$ cat src/rtl/beam_threshold_loader.sv
// ============================================================================
// Module      : beam_threshold_loader
// Description : Shadow bank of per-beam thresholds streamed onto the beamformer
//               threshold bus on commit, followed by a single update strobe.
//               Optional periodic commit: define BEAM_THRESH_AUTOCOMMIT_EN.
// Revision    : 1.0 - initial release
// ============================================================================
`default_nettype none

module beam_threshold_loader #(
    parameter int          NBEAMS         = 2,
    parameter logic [17:0] THRESH_DEFAULT = 18'h3FFFF,
    parameter int          AUTO_PERIOD    = 125000000
) (
    input  logic              clk_i,
    input  logic              rst_ni,
    input  logic              wr_en_i,
    input  logic [5:0]        wr_addr_i,
    input  logic [17:0]       wr_data_i,
    output logic              wr_err_o,
    input  logic              commit_i,
    input  logic              auto_en_i,
    output logic [17:0]       thresh_o,
    output logic [NBEAMS-1:0] thresh_ce_o,
    output logic              update_o,
    output logic              busy_o,
    output logic              done_o,
    output logic [15:0]       commit_cnt_o
);

    localparam int                 c_idx_w    = (NBEAMS > 1) ? $clog2(NBEAMS) : 1;
    localparam logic [c_idx_w-1:0] c_last_idx = c_idx_w'(NBEAMS - 1);
    localparam logic [NBEAMS-1:0]  c_ce_one   = NBEAMS'(1);

    typedef enum logic [1:0] {
        S_IDLE   = 2'd0,
        S_LOAD   = 2'd1,
        S_UPDATE = 2'd2
    } state_t;

    state_t               r_state;
    logic [c_idx_w-1:0]   r_idx;
    logic                 r_pending;
    logic [17:0]          r_shadow [NBEAMS];
    logic [17:0]          r_thresh;
    logic [NBEAMS-1:0]    r_ce;
    logic                 r_update;
    logic                 r_done;
    logic                 r_busy;
    logic                 r_wr_err;
    logic [15:0]          r_commit_cnt;
    logic                 w_addr_ok;
    logic                 w_commit;

    // 7-bit compare so NBEAMS = 64 does not wrap the 6-bit address range
    assign w_addr_ok = ({1'b0, wr_addr_i} < 7'(NBEAMS));

`ifdef BEAM_THRESH_AUTOCOMMIT_EN
    logic [31:0] r_auto_cnt;
    logic        w_auto_commit;

    always_ff @(posedge clk_i or negedge rst_ni) begin
        if (!rst_ni) begin
            r_auto_cnt <= '0;
        end else if (!auto_en_i) begin
            r_auto_cnt <= '0;
        end else if (r_auto_cnt == 32'(AUTO_PERIOD - 1)) begin
            r_auto_cnt <= '0;
        end else begin
            r_auto_cnt <= r_auto_cnt + 32'd1;
        end
    end

    assign w_auto_commit = auto_en_i && (r_auto_cnt == 32'(AUTO_PERIOD - 1));
    assign w_commit      = commit_i | w_auto_commit;
`else
    localparam int c_unused_period = AUTO_PERIOD;
    logic          w_unused_auto_en;

    assign w_unused_auto_en = auto_en_i;
    assign w_commit         = commit_i;
`endif

    // Shadow bank: writes land every cycle, even while a load is streaming
    always_ff @(posedge clk_i or negedge rst_ni) begin
        if (!rst_ni) begin
            for (int b = 0; b < NBEAMS; b++) begin
                r_shadow[b] <= THRESH_DEFAULT;
            end
            r_wr_err <= 1'b0;
        end else begin
            for (int b = 0; b < NBEAMS; b++) begin
                if (wr_en_i && (wr_addr_i == 6'(b))) begin
                    r_shadow[b] <= wr_data_i;
                end
            end
            r_wr_err <= wr_en_i && !w_addr_ok;
        end
    end

    // Load sequencer; shadow is read live at each beam's LOAD step
    always_ff @(posedge clk_i or negedge rst_ni) begin
        if (!rst_ni) begin
            r_state      <= S_IDLE;
            r_idx        <= '0;
            r_pending    <= 1'b0;
            r_thresh     <= '0;
            r_ce         <= '0;
            r_update     <= 1'b0;
            r_done       <= 1'b0;
            r_busy       <= 1'b0;
            r_commit_cnt <= '0;
        end else begin
            r_update <= 1'b0;
            r_done   <= 1'b0;
            case (r_state)
                S_IDLE: begin
                    r_busy <= 1'b0;
                    if (w_commit || r_pending) begin
                        r_state   <= S_LOAD;
                        r_idx     <= '0;
                        r_pending <= 1'b0;
                    end
                end
                S_LOAD: begin
                    r_busy   <= 1'b1;
                    r_thresh <= r_shadow[r_idx];
                    r_ce     <= c_ce_one << r_idx;
                    if (w_commit) begin
                        r_pending <= 1'b1;
                    end
                    if (r_idx == c_last_idx) begin
                        r_state <= S_UPDATE;
                        r_idx   <= '0;
                    end else begin
                        r_idx <= r_idx + 1'b1;
                    end
                end
                S_UPDATE: begin
                    r_busy       <= 1'b1;
                    r_ce         <= '0;
                    r_update     <= 1'b1;
                    r_done       <= 1'b1;
                    r_commit_cnt <= r_commit_cnt + 16'd1;
                    if (w_commit) begin
                        r_pending <= 1'b1;
                    end
                    r_state <= S_IDLE;
                end
                default: begin
                    r_state <= S_IDLE;
                end
            endcase
        end
    end

    assign wr_err_o     = r_wr_err;
    assign thresh_o     = r_thresh;
    assign thresh_ce_o  = r_ce;
    assign update_o     = r_update;
    assign busy_o       = r_busy;
    assign done_o       = r_done;
    assign commit_cnt_o = r_commit_cnt;

endmodule

`default_nettype wire

$ cat config.mk
export PLATFORM = sky130hd
export DESIGN_NAME = beam_threshold_loader
export DESIGN_NICKNAME = d
export VERILOG_FILES = /design/src/rtl/beam_threshold_loader.sv
export SDC_FILE = /design/constraint.sdc
export NUM_CORES = 1
export LEC_CHECK = 0
export CORE_ASPECT_RATIO = 1.4
export CORE_MARGIN = 4
export CORE_UTILIZATION = 51
export CTS_CLUSTER_SIZE = 28
export DETAILED_ROUTE_END_ITERATION = 10
export GPL_TIMING_DRIVEN = 1
export PLACE_DENSITY = 0.77
export SKIP_CTS_REPAIR_TIMING = 1
export SLEW_MARGIN = 10
export SYNTH_ARGS = -nofsm -noshare
export SYNTH_HDL_FRONTEND = slang
export SYNTH_SLANG_ARGS = --single-unit
$ cat constraint.sdc
create_clock -name clk_i -period 2.5 [get_ports clk_i]
set_input_delay 0.625 -clock clk_i [delete_from_list [all_inputs] [get_ports clk_i]]
set_output_delay 0.625 -clock clk_i [all_outputs]
set_load 0.02 [all_outputs]
==> results of run 1 <==
-- layout make-up --
type | count | area [sq um]
Inverter | 6 | 22.5
Clock buffer | 10 | 128
Tap cell | 72 | 90.1
Sequential cell | 79 | 2020
Fill cell | 497 | 1990
Multi-Input combinational cell | 159 | 1270
Clock inverter | 6 | 85.1
Timing Repair Buffer | 73 | 726
-- worst max path at each step --
stage	from	end	slack [ps]	cells past startpoint
after floorplan	r_state[0]	commit_cnt_o[15]	730	7
after global placement	wr_addr_i[3]	r_shadow[19]	210	4
after detailed placement	wr_addr_i[3]	r_shadow[19]	210	4
after CTS	commit_cnt_o[4]	commit_cnt_o[4]	410	1
after global routing	commit_cnt_o[4]	commit_cnt_o[4]	380	1
final	commit_cnt_o[4]	commit_cnt_o[4]	430	1
-- Yosys cell counts (all sizes together), types with 6 or more instances --
master	n
ha	6
xor2	6
dfstp	36
nand4	6
dfrtp	43
nand2	9
mux2	38
xnor2	9
nor2	25
a21oi	21
mux2i	18
buf	6
inv	6
-- power breakdown --
part | leakage [uW] | total (uW) | internal (uW) | switching, uW
Sequential | 0.000922 | 1860 | 1660 | 205
Clock | 0.000102 | 995 | 559 | 437
Combinational | 0.000857 | 1630 | 777 | 853
Total | 0.00188 | 4490 | 2990 | 1490
-- stage by stage --
stage | instance area (sq um) | total power (uW) | setup slack (ps) | hold slack (ps)
detailed placement | 4130 | 3540 | 209 | 462
global placement | 4130 | 3480 | 211 | 455
floorplan | 3370 | 2830 | 731 | 329
global route | 4350 | 4790 | 375 | 301
CTS | 4350 | 4560 | 412 | 273
finish | 4350 | 4490 | 426 | 264
-- flip-flops by register name, summed over array words and instances, names as in the netlist --
signal and flops:
wr_err_o 1, commit_cnt_o 16, r_state 2, r_shadow 36, busy_o 1, done_o 1, r_idx 1, thresh_ce_o 2
r_pending 1, thresh_o 18
-- worst register-to-register path: stages, from the launching register on --
cell     delay, ps
dfrtp_1        410
inv_1          120
ha_1           240
nand4_1        250
nor3_1         430
nand4_1        170
xnor2_1        150
-- routing by layer --
| metal | wire (um) | GRT usage |
|---|---|---|
| met5 | 0 | 0 |
| met4 | 99 | 0.0777 |
| met3 | 275 | 0.0312 |
| met2 | 3120 | 0.281 |
| met1 | 2560 | 0.198 |
-- kinds of logic after synthesis --
kind of cell	Yosys count	share of synthesized area
buffers and inverters	17	0.0226
adders and majority gates	6	0.0223
xor gates and xnor gates	15	0.0390
and+or+nand+nor	55	0.0946
AOI/OAI and AO/OA	27	0.0416
DFF	79	0.600
muxes	56	0.180
==> run_results.csv, run 1 <==
group,metric,value,unit
routing,wl_per_cell,14.9,um
clock_tree,cts_tree,"yes",
floorplanning,rows,34,
routing,route.detailed.drc,0,
synth,async_flop_share,1.00,
floorplanning,core_region_area,6340,sq um
timing,finalHoldViolCount,0,
global_route,overflow,0,
global_route,grt_pass1_wl,10.6,mm
synth,ys.flop_type,"dfrtp_1",
floorplanning,dieArea,7990,sq um
timing,fin_skew,6.92,ps
worst_hold_path,min_path_type,"in2async",
setup_path,critPathLaunchType,"register",
synth,synth_seq_cells,79,
setup_path,path_cells,"clkdlybuf4s50_1",
clock_tree,cts.sinks,79,
timing,fin_crit_sh,0.830,
power,vdd_drop_max,563,uV
final_layout,final_common_cell,"clkdlybuf4s50_1",
timing,max_clock_freq,482,MHz
timing,slew_headroom,0.636,
clock_tree,clkLatencyLatePin,340,ps
global_route,antenna_found_initial,0,
setup_path,slowest_stage,"clkdlybuf4s50_1",
setup_path,end_kind,"output pin",
timing,rsz0062_at_grt,"false",
placed_design,hpwl,4.21,mm
routing,drtPass1Iterations,4,
floorplanning,fp.dieH,104,um
routing,vias_per_cell,5.31,
power,cellLeakagePower,0.00188,uW
final_layout,final_cell_mix,"clkdlybuf4s50_1, dfrtp_1, mux2_2, dfstp_2, nor2_1",
timing,worst_slew_pin_slew,545,ps
routing,num_vias,2149,
synth,synth_fp_nets,290,
setup_path,reg2regPathDepth,6,
setup_path,cp.buffers_inverters,1,
timing,tns,0,ps
setup_path,crit_required,1880,ps
setup_path,cp.arrival,1450,ps
outcome,outcome,"finished clean",
setup_path,cpPeakStageDelay,650,ps
setup_path,path_max_fanout,6,
setup_path,path_class,"reg2out",
final_layout,final-instance-count-excl-fill,405,
clock_tree,clk_pin_slew,80,ps
synth,yosys.area.top_type,"dfrtp_1",
timing,setup_viol,0,
clock_tree,cts_root_buffer,"clkbuf_8",
final_layout,nets,363,
synth,synthCells,255,
floorplanning,io_pins,69,
setup_path,r2r_slack,630,ps
power,power_density,1030,nW/um^2
final_layout,layout-drive-gt1-share,0.306,
synth,synth_edf_count,0,
timing,slew_violations,0,
global_route,track_usage,0.164,
placed_design,gpl.final_weighted_congestion,0.798,
final_layout,antenna_cells,0,
synth,synth_top_area_frac,0.319,
routing,drt_iter0_drc,66,
clock_tree,cts_buffers,9,
routing,ant_nets,0,
final_layout,areaGrowthSynthToFinish,28.9,%
global_route,grt_max_degree,43,
global_route,grt_pass1_vias,2273,
floorplanning,dieWidth,76.7,um
synth,syn_avg_cell_area,13.2,sq um
setup_path,timing.rr.start,"r_state[0]",
synth,ys_seq_area_frac,0.600,
clock_tree,clockBufferDepth,2,
routing,wl,6.05,mm
clock_tree,htreeDepth,3,
floorplanning,start_util,0.532,
placed_design,port_buffers,67,
setup_path,cp_top_family,"buffers and inverters",
synth,synthTopCellsByArea,"dfrtp_1, dfstp_2, mux2_2",
run,max_cap_violations,0,
synth,synth_cell_types,33,
final_layout,post-route-util,0.686,
synth,yosys_warnings,0,
synth,syn_area,3370,sq um
setup_path,reg2reg_to,"commit_cnt_o[14]",
timing,period_needed,2070,ps
placed_design,dpl.cell_count,389,
(Power assumes the default switching activity.)
==> run 2, diff against run 1 <==
Settings changed: CORE_UTILIZATION 51 to 46, PLACE_DENSITY 0.77 to 0.74.
Clock period 2.5 ns to 1.7 ns, I/O delays scaled along.
==> run_results.csv, run 2 (synthesis gave the netlist of run 1 again) <==
group,metric,value,unit
outcome,outcome,"finished clean",
setup_path,slowest_stage,"or4_4",
setup_path,cp.buffers_inverters,2,
power,seqPwrFrac,0.403,
global_route,grt_pass1_vias,2237,
final_layout,antenna_cells,0,
timing,max_clock_freq,604,MHz
timing,fin_skew,6.85,ps
clock_tree,cts_root_buffer,"clkbuf_8",
final_layout,final_cell_mix,"dfrtp_1, dlymetal6s2s_1, mux2_2, dfstp_2, clkdlybuf4s50_1",
setup_path,path_max_fanout,4,
final_layout,layout-drive-gt1-share,0.347,
floorplanning,dieWidth,80.4,um
timing,fin_crit_sh,0.974,
floorplanning,fp.dieH,109,um
timing,period_needed,1660,ps
clock_tree,clkLatencyLatePin,340,ps
routing,wl_per_cell,14.4,um
setup_path,end_kind,"register",
setup_path,cp_top_family,"simple AND/OR/NAND/NOR gates",
setup_path,cpPeakStageDelay,550,ps
setup_path,path_class,"reg2reg",
final_layout,nets,374,
final_layout,multi_input_area,1320,sq um
clock_tree,cts.sinks,79,
routing,vias_per_cell,5.00,
floorplanning,rows,36,
worst_hold_path,min_path_type,"in2async",
placed_design,port_buffers,67,
routing,drt_iter0_drc,48,
floorplanning,start_util,0.477,
clock_tree,clockBufferDepth,2,
run,max_cap_violations,0,
timing,worst_slew_pin_slew,413,ps
global_route,overflow,0,
placed_design,gpl.final_weighted_congestion,0.739,
power,power.internal,4610,uW
timing,slew_headroom,0.725,
global_route,busiest_layer,"met2",
routing,ant_nets,0,
power,swShare,0.327,
floorplanning,core_region_area,7070,sq um
final_layout,areaGrowthSynthToFinish,38.3,%
timing,slew_violations,0,
global_route,grt_max_degree,80,
routing,wl,6.31,mm
setup_path,path_cells,"inv_2 -> ha_4 -> nand3_4 -> or4_4 -> buf_4 -> xnor2_1",
power,power_density,1470,nW/um^2
power,vdd_drop_max,671,uV
clock_tree,cts_buffers,9,
final_layout,seq_area,2020,sq um
setup_path,reg2reg_to,"commit_cnt_o[9]",
power,p_comb_frac,0.354,
clock_tree,clk_pin_slew,80,ps
routing,route.detailed.drc,0,
clock_tree,htreeDepth,3,
final_layout,fillCellCount,544,
power,cellLeakagePower,0.00253,uW
routing,num_vias,2192,
setup_path,timing.rr.start,"r_state[0]",
setup_path,path_depth,6,
global_route,track_usage,0.157,
timing,setup_viol,0,
floorplanning,dieArea,8780,sq um
clock_tree,cts_tree,"yes",
power,finalPower,6850,uW
routing,drtPass1Iterations,2,
setup_path,reg2regPathDepth,6,
global_route,grt_util_met3,0.0385,
setup_path,critPathLaunchType,"register",
global_route,grt_pass1_wl,10.5,mm
floorplanning,io_pins,69,
placed_design,hpwl,4.35,mm
timing,finalHoldViolCount,0,
setup_path,crit_required,1930,ps
global_route,use_met1,0.193,
final_layout,top_register,"r_shadow",
final_layout,largest_register_ffs,36,
final_layout,post-route-util,0.659,
global_route,antenna_found_initial,0,
setup_path,r2r_slack,40,ps
final_layout,final_common_cell,"dfrtp_1",
global_route,grt_use_met2,0.262,
setup_path,cp.arrival,1890,ps
power,p_switching,2240,uW
power,clock_power_share,0.243,
[run 2: cell types whose count changed in the layout (fill, tap and decap cells not counted), moves of 2 or more]
cell / before / now
nor2_1: 25 / 23
buf_12: 1 / 3
dlymetal6s2s_1: 0 / 40
clkdlybuf4s50_1: 66 / 26
clkinv_2: 2 / 0
buf_4: 6 / 15
[run 2: layout make-up]
class	instances	share of cell area
Clock buffer	10	0.0295
Clock inverter	5	0.0228
Inverter	6	0.00483
Multi-Input combinational cell	159	0.284
Sequential cell	79	0.434
Tap cell	95	0.0255
Timing Repair Buffer	84	0.200
[run 2: layer usage]
metal	part of all wire	vias to the layer above	routed length (um)
met4	0.017	0	108
met1	0.42	1090	2640
met3	0.042	8	267
met2	0.52	51	3290
met5	0	-	0
li1	-	1043	-
[run 2: power groups by stage]
stage	combinational (uW)	sequential [uW]	clock [uW]
global route	2680	2840	1800
detailed placement	2460	2800	0
floorplan	1080	3090	0
global placement	2410	2780	0
CTS	2480	2770	1710
finish	2420	2760	1670
[run 2: worst max path at each step]
stage / from / endpoint / slack, ps
floorplan: r_state[0] / commit_cnt_o[13] / 20
global placement: wr_addr_i[3] / r_shadow[19] / -200
detailed placement: wr_addr_i[3] / r_shadow[19] / -220
CTS: commit_cnt_o[4] / commit_cnt_o[4] / -190
global route: r_state[0] / commit_cnt_o[13] / -10
finish: r_state[0] / commit_cnt_o[9] / 40
[run 2: metrics by stage]
step	area, sq um	hold slack, ps	setup WS (ps)	TNS (ps)	instances
global placement	4260	457	-202	-6080	421
finish	4660	82.2	43.8	0	438
detailed placement	4260	478	-224	-6740	421
floorplan	3370	129	23.2	0	255
CTS	4500	103	-193	-3350	436
global route	4660	85.3	-12.2	-12.9	438
